==> src/rtl/pipe_stage_buf.sv <==
// pipe_stage_buf -- generic valid/ready pipeline-stage register.
// The payload is one opaque flat bus; the main register M always drives
// out_payload and is zero whenever the stage is empty.
// Optional feature macro: PIPE_SKID_EN
//   defined   : 2-entry skid buffer (M + S), in_ready comes straight from a flop,
//               no combinational path from out_ready to in_ready.
//   undefined : single entry, in_ready = (state==EMPTY) | out_ready.
// A synchronous flush kills every held entry; stall_cycles is a saturating
// count of cycles where the head entry waits on downstream.

module pipe_stage_buf #(
  parameter int PAYLOAD_W = 198,
  parameter int CNT_W     = 16
) (
  input  logic                 clk,
  input  logic                 rst,
  input  logic                 flush,
  input  logic                 clr_cnt,
  input  logic                 in_valid,
  output logic                 in_ready,
  input  logic [PAYLOAD_W-1:0] in_payload,
  output logic                 out_valid,
  input  logic                 out_ready,
  output logic [PAYLOAD_W-1:0] out_payload,
  output logic [1:0]           occupancy,
  output logic [CNT_W-1:0]     stall_cycles
);

  typedef enum logic [1:0] {
    ST_EMPTY = 2'd0,
    ST_ONE   = 2'd1,
    ST_FULL  = 2'd2
  } state_e;

  localparam logic [PAYLOAD_W-1:0] PAYLOAD_ZERO = {PAYLOAD_W{1'b0}};
  localparam logic [CNT_W-1:0]     CNT_ZERO     = {CNT_W{1'b0}};
  localparam logic [CNT_W-1:0]     CNT_ONE      = {{(CNT_W-1){1'b0}}, 1'b1};
  localparam logic [CNT_W-1:0]     CNT_MAX      = {CNT_W{1'b1}};

  state_e               state_q, state_d;
  logic [PAYLOAD_W-1:0] m_q, m_d;
  logic                 valid_q, valid_d;
  logic [CNT_W-1:0]     cnt_q, cnt_d;
  logic                 in_fire, out_fire;

`ifdef PIPE_SKID_EN
  logic [PAYLOAD_W-1:0] s_q, s_d;
  logic                 in_ready_q, in_ready_d;
`else
  // Holds in_ready low through reset and the first cycle after release.
  logic                 rdy_en_q;
`endif

  assign in_fire      = in_valid & in_ready;
  assign out_fire     = valid_q & out_ready;
  assign out_valid    = valid_q;
  assign out_payload  = m_q;
  assign occupancy    = state_q;
  assign stall_cycles = cnt_q;

  // State register: FSM state, storage and registered handshake outputs.
  always_ff @(posedge clk or negedge rst) begin
    if (!rst) begin
      state_q    <= ST_EMPTY;
      m_q        <= PAYLOAD_ZERO;
      valid_q    <= 1'b0;
`ifdef PIPE_SKID_EN
      s_q        <= PAYLOAD_ZERO;
      in_ready_q <= 1'b0;
`endif
    end else begin
      state_q    <= state_d;
      m_q        <= m_d;
      valid_q    <= valid_d;
`ifdef PIPE_SKID_EN
      s_q        <= s_d;
      in_ready_q <= in_ready_d;
`endif
    end
  end

`ifndef PIPE_SKID_EN
  // Ready enable: becomes 1 on the first edge after reset release.
  always_ff @(posedge clk or negedge rst) begin
    if (!rst) begin
      rdy_en_q <= 1'b0;
    end else begin
      rdy_en_q <= 1'b1;
    end
  end
`endif

  // Stall counter register: saturating count of cycles the head waits.
  always_ff @(posedge clk or negedge rst) begin
    if (!rst) begin
      cnt_q <= CNT_ZERO;
    end else begin
      cnt_q <= cnt_d;
    end
  end

  // Next-state logic: flush wins, otherwise move entries per the handshakes.
  always_comb begin
    state_d = state_q;
    m_d     = m_q;
`ifdef PIPE_SKID_EN
    s_d     = s_q;
`endif
    if (flush) begin
      // Any fire in this cycle is dropped; both entries are cleared.
      state_d = ST_EMPTY;
      m_d     = PAYLOAD_ZERO;
`ifdef PIPE_SKID_EN
      s_d     = PAYLOAD_ZERO;
`endif
    end else begin
      case (state_q)
        ST_EMPTY: begin
          if (in_fire) begin
            state_d = ST_ONE;
            m_d     = in_payload;
          end else begin
            state_d = ST_EMPTY;
          end
        end
        ST_ONE: begin
          if (in_fire && out_fire) begin
            // Head leaves and the new payload takes its place.
            state_d = ST_ONE;
            m_d     = in_payload;
          end else if (in_fire) begin
`ifdef PIPE_SKID_EN
            // Downstream stalled: park the new payload in the skid slot.
            state_d = ST_FULL;
            s_d     = in_payload;
`else
            // Cannot happen: in_ready implies out_ready while holding one.
            state_d = ST_ONE;
`endif
          end else if (out_fire) begin
            state_d = ST_EMPTY;
            m_d     = PAYLOAD_ZERO;
          end else begin
            state_d = ST_ONE;
          end
        end
        ST_FULL: begin
`ifdef PIPE_SKID_EN
          // in_ready is 0 here, so only the head can move.
          if (out_fire) begin
            state_d = ST_ONE;
            m_d     = s_q;
            s_d     = PAYLOAD_ZERO;
          end else begin
            state_d = ST_FULL;
          end
`else
          // Unreachable without the skid slot; recover to a clean empty stage.
          state_d = ST_EMPTY;
          m_d     = PAYLOAD_ZERO;
`endif
        end
        default: begin
          state_d = ST_EMPTY;
          m_d     = PAYLOAD_ZERO;
`ifdef PIPE_SKID_EN
          s_d     = PAYLOAD_ZERO;
`endif
        end
      endcase
    end
  end

  // Output logic: next valid/ready values and the stall counter update.
  always_comb begin
    valid_d = (state_d != ST_EMPTY);
`ifdef PIPE_SKID_EN
    in_ready_d = (state_d != ST_FULL);
    in_ready   = in_ready_q;
`else
    in_ready   = rdy_en_q & ((state_q == ST_EMPTY) | out_ready);
`endif
    if (clr_cnt) begin
      cnt_d = CNT_ZERO;
    end else if (valid_q && !out_ready && (cnt_q != CNT_MAX)) begin
      cnt_d = cnt_q + CNT_ONE;
    end else begin
      cnt_d = cnt_q;
    end
  end

endmodule

==> config.mk <==
export PLATFORM = sky130hd
export DESIGN_NAME = pipe_stage_buf
export DESIGN_NICKNAME = d
export VERILOG_FILES = /design/src/rtl/pipe_stage_buf.sv
export SDC_FILE = /design/constraint.sdc
export NUM_CORES = 1
export LEC_CHECK = 0
export BUFFER_PORTS_ARGS = -buffer_cell sky130_fd_sc_hd__buf_2
export CAP_MARGIN = 40
export CORE_AREA = 2 2 162 164
export DETAILED_ROUTE_END_ITERATION = 12
export DIE_AREA = 0 0 164 166
export PLACE_DENSITY = 0.66
export SLEW_MARGIN = 20
export SYNTH_ARGS = -nofsm -noshare
export SYNTH_HDL_FRONTEND = slang
export SYNTH_SLANG_ARGS = --single-unit
==> constraint.sdc <==
create_clock -name clk -period 2.4 [get_ports clk]
set_input_delay 0.36 -clock clk [delete_from_list [all_inputs] [get_ports clk]]
set_output_delay 0.36 -clock clk [all_outputs]
set_load 0.005 [all_outputs]
==> results.sh <==
export IMPL_max_cap_violations=0
export IMPL_swShare_pct=23.9
export IMPL_nets=1171
export IMPL_final_area_sq_um=11300
export IMPL_first_pass_iters=4
export IMPL_clock_skew_ns=0.0110
export IMPL_maxSlewViolCount=0
export IMPL_synth_ff_type="dfrtp_1"
export IMPL_slowest_stage="dfrtp_1"
export IMPL_ys_warn_count=0
export IMPL_critPathCaptureType="output port"
export IMPL_viasPerCell=4.88
export IMPL_hold_class="input pin to flop"
export IMPL_die_h_microns=166
export IMPL_grt_usage_pct=16.5
export IMPL_clock_path_buffers=3
export IMPL_path_cells="nand2b_1, and2_1, buf_2"
export IMPL_clkPwrFrac_pct=43.3
export IMPL_tns_ns=0
export IMPL_drc=0
export IMPL_combPwrFrac_pct=9.4
export IMPL_portBuffers=420
export IMPL_grt_pass1_wl_mm=35.9
export IMPL_coreArea_sq_um=25600
export IMPL_worst_hold_path_num_cells=2
export IMPL_cts_reportedPaths_clkPinSlew_ns=0.06
export IMPL_fp_dieW_microns=164
export IMPL_avgSynthCellArea_sq_um=14.4
export IMPL_ff2ff_path_depth=5
export IMPL_ios=422
export IMPL_routedWlPerCell_microns=17.9
export IMPL_ys_types=36
export IMPL_gr_total_overflow=0
export IMPL_peakVddDrop_mv=0.419
export IMPL_synth_edf_count=0
export IMPL_clock_latency_ns=0.51
export IMPL_dp_hpwl_mm=16.7
export IMPL_cts_root_buf="clkbuf_16"
export IMPL_slowest_delay_ns=0.46
export IMPL_rows=59
export IMPL_synthArstFlopShare_pct=100
export IMPL_post_cts_buffers=0
export IMPL_fp_dieArea_sq_um=27200
export IMPL_layout_drive_gt1_share_pct=49.7
export IMPL_worstSetupPathType="flop to output port"
export IMPL_finalHoldViolCount=0
export IMPL_crit_fanout=14
export IMPL_critPathLaunchType="flop"
export IMPL_power_leakage_uw=0.00623
export IMPL_synth_seq_cells=216
export IMPL_antenna_found_initial=4
export IMPL_start_util_pct=31.0
export IMPL_place_area_sq_um=10500
export IMPL_status="completed"
export IMPL_cts_buffers=24
export IMPL_final_antenna_net_count=0
export IMPL_rsz0062_at_grt="no"
export IMPL_total_power_uw=8230
export IMPL_fmax_mhz=489
export IMPL_routed_wl_mm=23.7
export IMPL_tritoncts="yes"
export IMPL_area_growth_pct=41.9
export IMPL_syn_inst=551
export IMPL_htreeDepth=1
export IMPL_setup_viol=0
export IMPL_p_sw_uw=1960
export IMPL_p_int_uw=6270
export IMPL_fin_crit_ns=2.05
export IMPL_first_iter_violations=407
export IMPL_gp_congestion=0.800
export IMPL_cp_arrival_ns=1.69
export IMPL_syn_num_nets=756
export IMPL_vias=6448
export IMPL_clock_sinks=216
export IMPL_ys_seq_area_share_pct=68.0
export IMPL_pwr_density_cell_nw_per_um2=730
export IMPL_critPathRequiredTime_ns=2.04
export IMPL_period_share_pct=85.3
export IMPL_slew_headroom_pct=56.7
export IMPL_grt_max_degree=115
export IMPL_syn_area_sq_um=7950
export IMPL_worstMarginPinSlew_ns=0.649
export IMPL_seq_power_share_pct=47.3
export IMPL_grt_pass1_vias=6400
[area by class of cell]
type                    instances  area [sq um]
flip-flops and latches        216          5410
multi-input cells             284          2300
well taps                     335           419
fillers                      2407         14300
clock buffers                  33           716
clock inverters                11          65.1
diodes                          3          7.51
repair buffers                439          2360
inverters                       1          3.75
[cell usage in the layout, fill, tap and decap left out, drive strengths merged]
master and count:
and2 2, clkinv 8, dfrtp 216, nand2b 1, clkinvlp 1, o21ai 5, a21oi 15, conb 2
and4 1, nor2b 2, nand4 4, clkbuf 34, mux2 2, a22o 198, nor2 4, ha 1
and3 3, nor3 1, dlygate4sd3 1, a211oi 1, nor4 1, nor4b 1, diode 3, nand3b 1
buf 437, or4 10, nand2 6, o2111ai 1, nand3 7, o31ai 10, inv 3, and2b 1
or3 4
[cell usage after synthesis (2+ instances only)]
| library cell | instances | area share, % |
|---|---|---|
| nor2b_1 | 2 | 0.16 |
| and2_1 | 2 | 0.16 |
| a21oi_1 | 15 | 0.94 |
| conb_1 | 2 | 0.094 |
| buf_2 | 24 | 1.5 |
| or3_1 | 3 | 0.24 |
| nor2_1 | 4 | 0.19 |
| or4_1 | 10 | 0.94 |
| buf_4 | 5 | 0.47 |
| nand3_1 | 6 | 0.38 |
| a22o_1 | 198 | 22 |
| o31ai_1 | 10 | 0.94 |
| nand4_1 | 4 | 0.31 |
| o21ai_0 | 5 | 0.31 |
| clkbuf_1 | 20 | 0.94 |
| and3_1 | 2 | 0.16 |
| nand2_1 | 5 | 0.24 |
| dfrtp_1 | 216 | 68 |
[critical path, delay by kind of cell, from the launching register on]
family        cells  cell delay (ns)
simple gates      2             0.59
flops             1             0.46
buf+inv           1             0.13
[cell families (layout without fill, tap and decap cells)]
| family | after synthesis | after routing | share of synthesized area [%] |
|---|---|---|---|
| compound gates | 230 | 230 | 24.3 |
| flops | 216 | 216 | 68.0 |
| buf+inv | 51 | 484 | 3.12 |
| simple gates | 49 | 49 | 4.05 |
| other cells | 2 | 5 | 0.0945 |
| mux | 2 | 2 | 0.283 |
| fa+ha+maj | 1 | 1 | 0.157 |
[worst paths after layout]
path	startpoint	to	slack, ns
max in group asynchronous	rst	out_payload[76]	1.27
max reg2reg	stall_cycles[0]	stall_cycles[15]	0.37
min in group asynchronous	rst	out_payload[153]	0.47
max	out_valid	in_ready	0.35
min reg2reg	out_payload[166]	out_payload[166]	0.50
min	in_payload[28]	out_payload[28]	0.06
[registers in the layout, indices dropped and copies added (netlist names)]
signal and count:
out_payload 198, rdy_en_q 1, out_valid 1, stall_cycles 16
[layer usage]
metal | GRT usage, % | vias up | wire, microns
met5 | 0 | - | 13
met4 | 6.06 | 2 | 690
met3 | 3.02 | 48 | 1540
met2 | 26.5 | 264 | 11400
met1 | 22.2 | 3171 | 10000
li1 | - | 2963 | -
[stage by stage]
stage | instances | hold WS [ns] | setup slack, ns | utilization [%]
after floorplan | 551 | 0.0644 | 0.475 | -
after global placement | 1274 | 0.448 | 0.444 | 40.9
after detailed placement | 1274 | 0.454 | 0.391 | 40.9
after CTS | 1319 | 0.0343 | 0.312 | 44.0
after global routing | 1321 | 0.0379 | 0.237 | 44.0
final | 1322 | 0.0628 | 0.353 | 44.0
[what timing repair did]
action	CTS	global route
resized for setup	0	0
hold buffers	1	0
endpoints found under the hold margin	63	0
[power groups by stage]
stage               clock network, uW  registers [uW]  logic (uW)
finish                           3570            3890         770
global route                     3830            3910         850
CTS                              3660            3890         786
detailed placement                  0            3950         784
global placement                    0            3950         771
floorplan                           0            3960         261
Note: power is estimated with default switching activity, not from simulation.
